### config.mk
export PLATFORM = sky130hd
export DESIGN_NAME = two_digit_seg_encoder_flat
export DESIGN_NICKNAME = d
export VERILOG_FILES = /design/src/rtl/two_digit_seg_encoder_if.sv /design/src/rtl/two_digit_seg_encoder.sv /design/src/flat_wrapper.sv
export SDC_FILE = /design/constraint.sdc
export NUM_CORES = 1
export LEC_CHECK = 0
export BUFFER_PORTS_ARGS = -buffer_cell sky130_fd_sc_hd__buf_2
export CAP_MARGIN = 0
export CORE_AREA = 8 8 68 70
export CTS_BUF_LIST = sky130_fd_sc_hd__clkbuf_8
export CTS_CLUSTER_DIAMETER = 60
export CTS_CLUSTER_SIZE = 14
export DETAILED_ROUTE_END_ITERATION = 8
export DIE_AREA = 0 0 76 78
export PLACE_DENSITY = 0.84
export SYNTH_ARGS = -nofsm -noshare
export SYNTH_HDL_FRONTEND = slang
export SYNTH_SLANG_ARGS = --single-unit
export TNS_END_PERCENT = 20
### constraint.sdc
create_clock -name clk -period 6.7 [get_ports clk]
set_input_delay 1.34 -clock clk [delete_from_list [all_inputs] [get_ports clk]]
set_output_delay 1.34 -clock clk [all_outputs]
set_load 0.01 [all_outputs]
### src/rtl/two_digit_seg_encoder_if.sv
// Value-in / segment-pattern-out bundle for the two-digit 7-segment encoder.
// slave is the encoder side; master is the upstream/display side.
interface two_digit_seg_encoder_if;
    logic        in_valid;
    logic [6:0]  in_value;
    logic        in_ready;
    logic [13:0] both7seg;
    logic        out_update;
    logic        busy;

    modport master (output in_valid, in_value,
                    input  in_ready, both7seg, out_update, busy);
    modport slave  (input  in_valid, in_value,
                    output in_ready, both7seg, out_update, busy);
endinterface

### src/rtl/two_digit_seg_encoder.sv
// Converts a 7-bit binary value to two 7-segment digit patterns by repeated
// subtraction of 10; values of 100 and above display as dash/dash.
module two_digit_seg_encoder #(
    parameter bit BLANK_LEADING = 1'b1,
    parameter bit ACTIVE_LOW    = 1'b0
) (
    input  logic                    clk,
    input  logic                    rst,
    two_digit_seg_encoder_if.slave  bus
);
    typedef enum logic [1:0] {IDLE, DIV, LOAD} state_t;

    localparam logic [13:0] SEG_OFF = ACTIVE_LOW ? 14'h3FFF : 14'h0000;
    localparam logic [6:0]  DASH    = 7'h40;

    state_t      state;
    logic [6:0]  rem;
    logic [3:0]  tens;
    logic        ovf;
    logic [13:0] pat;

    // Segment order {g,f,e,d,c,b,a}, active-high.
    function automatic logic [6:0] seg(input logic [3:0] d);
        case (d)
            4'd0: seg = 7'h3F;
            4'd1: seg = 7'h06;
            4'd2: seg = 7'h5B;
            4'd3: seg = 7'h4F;
            4'd4: seg = 7'h66;
            4'd5: seg = 7'h6D;
            4'd6: seg = 7'h7D;
            4'd7: seg = 7'h07;
            4'd8: seg = 7'h7F;
            4'd9: seg = 7'h6F;
            default: seg = 7'h00;
        endcase
    endfunction

    // rem is below 10 whenever LOAD is reached, so its low nibble is the digit.
    always_comb begin
        pat = {seg(tens), seg(rem[3:0])};
        if (ovf)
            pat = {DASH, DASH};
        else if (BLANK_LEADING && tens == 4'd0)
            pat[13:7] = 7'h00;
    end

    assign bus.in_ready = (state == IDLE);
    assign bus.busy     = (state != IDLE);

    always_ff @(posedge clk) begin
        if (rst) begin
            state          <= IDLE;
            rem            <= '0;
            tens           <= '0;
            ovf            <= 1'b0;
            bus.out_update <= 1'b0;
            bus.both7seg   <= SEG_OFF;
        end else begin
            bus.out_update <= 1'b0;
            case (state)
                IDLE: begin
                    if (bus.in_valid) begin
                        if (bus.in_value <= 7'd99) begin
                            rem   <= bus.in_value;
                            tens  <= '0;
                            ovf   <= 1'b0;
                            state <= DIV;
                        end else begin
                            ovf   <= 1'b1;
                            state <= LOAD;
                        end
                    end
                end
                DIV: begin
                    if (rem >= 7'd10) begin
                        rem  <= rem - 7'd10;
                        tens <= tens + 4'd1;
                    end else begin
                        state <= LOAD;
                    end
                end
                LOAD: begin
                    bus.both7seg   <= ACTIVE_LOW ? ~pat : pat;
                    bus.out_update <= 1'b1;
                    state          <= IDLE;
                end
                default: state <= IDLE;
            endcase
        end
    end
endmodule

### src/flat_wrapper.sv
// flat-port wrapper written by rule: the top's interface ports become plain ports
module two_digit_seg_encoder_flat 
#(
    parameter bit BLANK_LEADING = 1'b1,
    parameter bit ACTIVE_LOW    = 1'b0
)
  (clk, rst, bus_in_valid, bus_in_value, bus_in_ready, bus_both7seg, bus_out_update, bus_busy);
  two_digit_seg_encoder_if bus_i ();
  input  logic clk;
  input  logic rst;
  input wire logic [$bits(bus_i.in_valid)-1:0] bus_in_valid;
  input wire logic [$bits(bus_i.in_value)-1:0] bus_in_value;
  output wire logic [$bits(bus_i.in_ready)-1:0] bus_in_ready;
  output wire logic [$bits(bus_i.both7seg)-1:0] bus_both7seg;
  output wire logic [$bits(bus_i.out_update)-1:0] bus_out_update;
  output wire logic [$bits(bus_i.busy)-1:0] bus_busy;
  assign bus_i.in_valid = bus_in_valid;
  assign bus_i.in_value = bus_in_value;
  assign bus_in_ready = bus_i.in_ready;
  assign bus_both7seg = bus_i.both7seg;
  assign bus_out_update = bus_i.out_update;
  assign bus_busy = bus_i.busy;
  two_digit_seg_encoder #(.BLANK_LEADING(BLANK_LEADING), .ACTIVE_LOW(ACTIVE_LOW)) u_core (.clk(clk), .rst(rst), .bus(bus_i));
endmodule
# Yosys cells after proc, flatten, opt, wreduce, memory -nomap -nowiden
# Memories as Yosys holds them, arrays and structs flattened. A register that Yosys moved wholly into a read port is not among the register bits.
# Index checks and enable logic that the tools add are counted.
# classes
add_sub_neg	2
magnitude_cmp	2
n_eq_ne	6
muxes	21
reduce_logical	7
# op_table
op	count
$mux 7	6
$mux 4	7
$pmux 7 s2	1
$pmux 4 s2	1
$ge 7x4->1 const B	1
$le 7x7->1 const B	1
$sub 7x4->7 const B	1
$mux 2	3
$add 4x1->4 const B	1
$logic_not 4->1	1
$ne 2x1->1 const B	2
$ne 2x2->1 const B	2
$pmux 2 s2	1
$reduce_and 2->1	2
$reduce_and 4->1	1
$reduce_bool 2->1	2
$eq 2x1->1 const B	1
$eq 2x2->1 const B	1
$logic_not 2->1	1
$mux 1	2
# word_totals
regBits	29
mem_bits_ro	224
inputBits	10
output_inout_bits	17
elab_cells	46
mem_count	2
# memory_table
name	depth	width	rd	rd_clocked_by_memory_dff	wr	line	source
(no name shown)	16	7	1	1	0	two_digit_seg_encoder.sv:24	case (d)
(no name shown)	16	7	1	1	0	two_digit_seg_encoder.sv:24	

# Longest topological paths before layout
# logic_depth
depth_word	6
mapped_depth	12
mapped_depth_nobuf	11

# Worst setup path after synthesis
# Ideal clock, no wire load.
# synth_timing
path_type	input port to flip-flop
startpoint	input port bus_in_value[3]
endpoint	register with a tool-made name
setup_time_ns	0.129
t_arrival_ns	2.949
required_ns	6.571
slack_ns	3.622
path_stages	9
path_buffers	0
cell_sequence	o311ai_1 -> nand2_1 -> a21oi_1 -> o31ai_4 -> inv_1 -> ha_1 -> inv_1 -> o21ai_0 -> o31ai_1
# synth_lines
item	line	source
start, declared	flat_wrapper.sv:12	input wire logic [$bits(bus_i.in_value)-1:0] bus_in_value;

==> summary by stage <==
Clock network
For this design, the CTS-stage hold fixing added 0 buffers. The root buffer cell chosen for the clock tree is sky130_fd_sc_hd__clkbuf_8. The H-tree depth is 2.

After clock tree synthesis, the clock-pin slew on the worst setup and hold paths is 0.09 ns. The TritonCTS buffer count is 5. CTS saw 43 sinks.

The latest clock arrival within the worst-skew pair is 0.30 ns. The clock tree buffer depth is 2. After clock tree synthesis, the repair step resized 0 gates.

TritonCTS built the clock tree. The post-CTS repair timing setup buffer count is 0.

Routing
The total iterations of the first detailed-routing run is 4. The routed wire length is 4370 µm. The mean routed wirelength per cell is 14.1 µm. The routed via count divided by cell count is 5.65.

The total via count after detailed routing is 1747. The initial DRC count is 95. The residual antenna-violating net count after detailed routing is 0.

The post-detailed-route DRC marker count is 0.

Placed design
At the end of routability-driven placement, the weighted congestion stood at 0.904. Summing all placed instances gives a cell area of 2250 µm². The half-perimeter wire length after detailed placement is 3210 µm. The number of buffers added on ports is 26.

Logic synthesis
The synthesized instance count is 237. The portion of the post-synthesis area used by sequential elements is 0.407. The Yosys step of the flow raised 0 warnings. By area the synthesized netlist is led by sky130_fd_sc_hd__dfxtp_1 41%, sky130_fd_sc_hd__ha_1 8.9%, sky130_fd_sc_hd__nor2_1 5.9%.

The distinct cell type count of the synthesized netlist is 43. The library cell occupying the most area in the post-synthesis netlist is sky130_fd_sc_hd__dfxtp_1. The mapped netlist covers 2120 µm². The number of nets handed over by synthesis was 262.

The synthesis-stage register bit count is 43. The portion of synthesized cell area occupied by the leading cell type is 0.407. The synthesized area divided by synthesized cell count is 8.93 µm².

STA
The number of failing hold endpoints at the final stage is 0. The maximum achievable frequency is 306 MHz. Across all hold checks on the routed design, the worst slack comes to 0.475 ns. The accumulated negative setup slack is 0 ns. The final-report max-slew violation count is 0.

Setup violations remaining at the end of the flow were counted as 0. At the pin with the least slew margin, the transition time is 0.815 ns. Between clock sinks in the finished design, the worst skew comes to 0.00763 ns. Setup repair after global routing left no endpoint under its margin.

The time the final worst path needs with I/O delays and setup is 3.26 ns. The share of the clock period used by the worst path is 0.487. The worst slew slack as a fraction of its limit is 0.457.

Run
Max-cap violations in this run came to 0.

Pwr
Of the total power, the share spent switching nets is 0.300. For this design the ratio of total power to cell area is 239 nW/µm². In this run the power spent charging and discharging nets is 0.000168 W. The share of total power dissipated in the clock network is 0.301.

The sequential fraction of design power is 0.513. The share of total power dissipated in combinational logic is 0.186. The internal power component is 0.000393 W. The leakage power summed over all cells is 1.02 nW. The maximum resistive drop on vdd is 0.171 mV.

The power consumption is 0.000561 W.

Critical path
The type of the worst setup path is input pin to register. The startpoint of the most critical setup path is bus_in_value[3]. The launching point of the worst reg2reg path is u_core.rem[1]$_SDFFE_PP0N_. For the worst flop-to-flop path, the logic depth is 11. The worst setup path is launched from an input pin. STA classifies the critical path endpoint as a register. The worst-path maximum fanout is 8.

The setup check on the worst reg-to-reg path leaves a slack of 3.55 ns. The arrival time reported for the critical path endpoint is 3.43 ns. The required time at the worst-slack endpoint is 6.87 ns.

Finish
The fill cell instance count of the final layout is 279. The layout overhead on the synthesized area is 10.8%. In the final layout, the share of cells above drive strength 1 is 0.176. The core occupancy in the finished layout is 0.660. The number of antenna diodes in the final layout is 0.

Summing all non-filler instances in the final layout gives an area of 2340 µm². The final layout net count is 285.

Min path
The tightest min-delay check is of the register to register type.

Run status
The flow ran to the end, and the final reports show no timing, DRC or antenna violations.

Global routing
For this run, the total global-route usage over all layers was measured as 0.150. The number of global-route vias before repair is 1623. The first-pass GRT wire length is 7450 µm. For this run the aggregate overflow at the end of global routing stands at 0. The number of antenna violations at the first check in global routing is 0.

The pin count of the biggest net entering global routing is 29.

Floorplanning
The area enclosed by the die boundary is 5930 µm². The area of the core is 3550 µm². The number of placement rows is 22. Pin placement for this block handled 27 I/O pins. The starting utilization of the core area is 0.596. The horizontal extent of the die is 76 µm. The floorplan step set the die height to 78 µm.
-- critical path, stage by stage --
cell and delay, ns:
sky130_fd_sc_hd__buf_2 0.12, sky130_fd_sc_hd__o311ai_1 0.51, sky130_fd_sc_hd__nand2_1 0.34, sky130_fd_sc_hd__a21oi_1 0.33
sky130_fd_sc_hd__o31ai_4 0.15, sky130_fd_sc_hd__inv_1 0.17, sky130_fd_sc_hd__ha_1 0.16, sky130_fd_sc_hd__inv_1 0.03
sky130_fd_sc_hd__o21ai_0 0.18, sky130_fd_sc_hd__o31ai_1 0.10
-- cell usage after synthesis --
cell and number:
sky130_fd_sc_hd__a2111o_1 1, sky130_fd_sc_hd__a211oi_1 2, sky130_fd_sc_hd__a21oi_1 19, sky130_fd_sc_hd__a21oi_2 2, sky130_fd_sc_hd__a22o_1 1, sky130_fd_sc_hd__a22oi_1 9, sky130_fd_sc_hd__a31oi_1 1, sky130_fd_sc_hd__and2b_2 1
sky130_fd_sc_hd__and2b_4 1, sky130_fd_sc_hd__and4bb_4 1, sky130_fd_sc_hd__buf_6 2, sky130_fd_sc_hd__clkbuf_1 7, sky130_fd_sc_hd__clkbuf_2 1, sky130_fd_sc_hd__dfxtp_1 43, sky130_fd_sc_hd__ha_1 15, sky130_fd_sc_hd__inv_1 20
sky130_fd_sc_hd__mux2i_1 9, sky130_fd_sc_hd__nand2_1 11, sky130_fd_sc_hd__nand2_4 2, sky130_fd_sc_hd__nand2b_1 2, sky130_fd_sc_hd__nand3_1 4, sky130_fd_sc_hd__nor2_1 33, sky130_fd_sc_hd__nor2b_1 1, sky130_fd_sc_hd__nor3_1 5
sky130_fd_sc_hd__nor3b_1 7, sky130_fd_sc_hd__nor4_1 1, sky130_fd_sc_hd__o2111ai_1 1, sky130_fd_sc_hd__o21a_1 2, sky130_fd_sc_hd__o21ai_0 8, sky130_fd_sc_hd__o221ai_1 1, sky130_fd_sc_hd__o22ai_1 11, sky130_fd_sc_hd__o311a_1 1
sky130_fd_sc_hd__o311ai_1 1, sky130_fd_sc_hd__o31ai_1 2, sky130_fd_sc_hd__o31ai_4 1, sky130_fd_sc_hd__o41a_1 1, sky130_fd_sc_hd__o41ai_4 1, sky130_fd_sc_hd__or2_1 1, sky130_fd_sc_hd__or2_2 1, sky130_fd_sc_hd__or3_2 1
sky130_fd_sc_hd__or3b_1 1, sky130_fd_sc_hd__or4_2 1, sky130_fd_sc_hd__xnor2_1 1
-- power groups by stage --
stage | clock network [W] | logic [W] | registers (W)
after floorplan | 0 | 0.0000807 | 0.000292
after global placement | 0 | 0.000101 | 0.000293
after detailed placement | 0 | 0.000104 | 0.000294
after CTS | 0.000171 | 0.000105 | 0.000288
after global routing | 0.000181 | 0.000117 | 0.000291
final | 0.000169 | 0.000105 | 0.000288
-- cell usage in the layout (no fill, tap or decap), types with 2 or more instances in the layout --
master,netlist,layout
sky130_fd_sc_hd__dfxtp_1,43,43
sky130_fd_sc_hd__nor2_1,33,33
sky130_fd_sc_hd__buf_2,0,26
sky130_fd_sc_hd__inv_1,20,20
sky130_fd_sc_hd__a21oi_1,19,19
sky130_fd_sc_hd__ha_1,15,15
sky130_fd_sc_hd__nand2_1,11,11
sky130_fd_sc_hd__o22ai_1,11,11
sky130_fd_sc_hd__mux2i_1,9,9
sky130_fd_sc_hd__a22oi_1,9,9
sky130_fd_sc_hd__o21ai_0,8,8
sky130_fd_sc_hd__nor3b_1,7,7
sky130_fd_sc_hd__nor3_1,5,5
sky130_fd_sc_hd__clkbuf_8,0,5
sky130_fd_sc_hd__nand3_1,4,4
sky130_fd_sc_hd__nand2b_1,2,2
sky130_fd_sc_hd__o21a_1,2,2
sky130_fd_sc_hd__a21oi_2,2,2
sky130_fd_sc_hd__nand2_4,2,2
sky130_fd_sc_hd__a211oi_1,2,2
sky130_fd_sc_hd__o31ai_1,2,2
sky130_fd_sc_hd__clkinvlp_4,0,2
-- worst min-delay path by stage --
stage | slack, ns | end | cells past startpoint | from
final | 0.47 | u_core.bus.both7seg[9]$_SDFFE_PP0P_ | 2 | register
after global routing | 0.51 | u_core.bus.both7seg[6]$_SDFFE_PP0P_ | 2 | u_core.bus.both7seg[6]$_SDFFE_PP0P_
after CTS | 0.48 | u_core.bus.both7seg[9]$_SDFFE_PP0P_ | 2 | register
after detailed placement | 0.47 | u_core.bus.both7seg[9]$_SDFFE_PP0P_ | 2 | register
after global placement | 0.45 | u_core.bus.both7seg[12]$_SDFFE_PP0P_ | 2 | register
after floorplan | 0.44 | u_core.bus.both7seg[10]$_SDFFE_PP0P_ | 2 | register
-- cells by family (layout without fill, tap and decap cells) --
kind of cell / count (synthesis) / after routing / synth area share
XOR/XNOR: 1 / 1 / 0.00414
buffers and inverters: 30 / 54 / 0.0609
AND/OR/NAND/NOR: 74 / 74 / 0.181
adder cells (fa/ha/maj): 15 / 15 / 0.0887
multiplexers: 9 / 9 / 0.0426
AO/OA/AOI/OAI: 65 / 65 / 0.216
flip-flops: 43 / 43 / 0.407
-- routing by layer --
layer,wire length (µm),vias up,GRT usage
li1,-,877,-
met1,2000,808,0.179
met2,2050,55,0.241
met3,229,7,0.0403
met4,91,0,0.0784
met5,0,-,0
-- per-stage QoR --
stage | worst slack [ns] | std cells
after floorplan | 3.62 | 237
after global placement | 3.24 | 301
after detailed placement | 3.14 | 301
after CTS | 3.46 | 309
after global routing | 3.22 | 309
final | 3.44 | 309
-- area by class of cell --
type | count | area [µm²] | area share
Clock buffer | 5 | 68.8 | 0.0293
Tap cell | 48 | 60.1 | 0.0256
Timing Repair Buffer | 26 | 130 | 0.0555
Inverter | 20 | 75.1 | 0.0320
Clock inverter | 3 | 23.8 | 0.0101
Multi-Input combinational cell | 164 | 1130 | 0.480
Sequential cell | 43 | 861 | 0.367
Note: power is estimated with default switching activity, not from simulation.
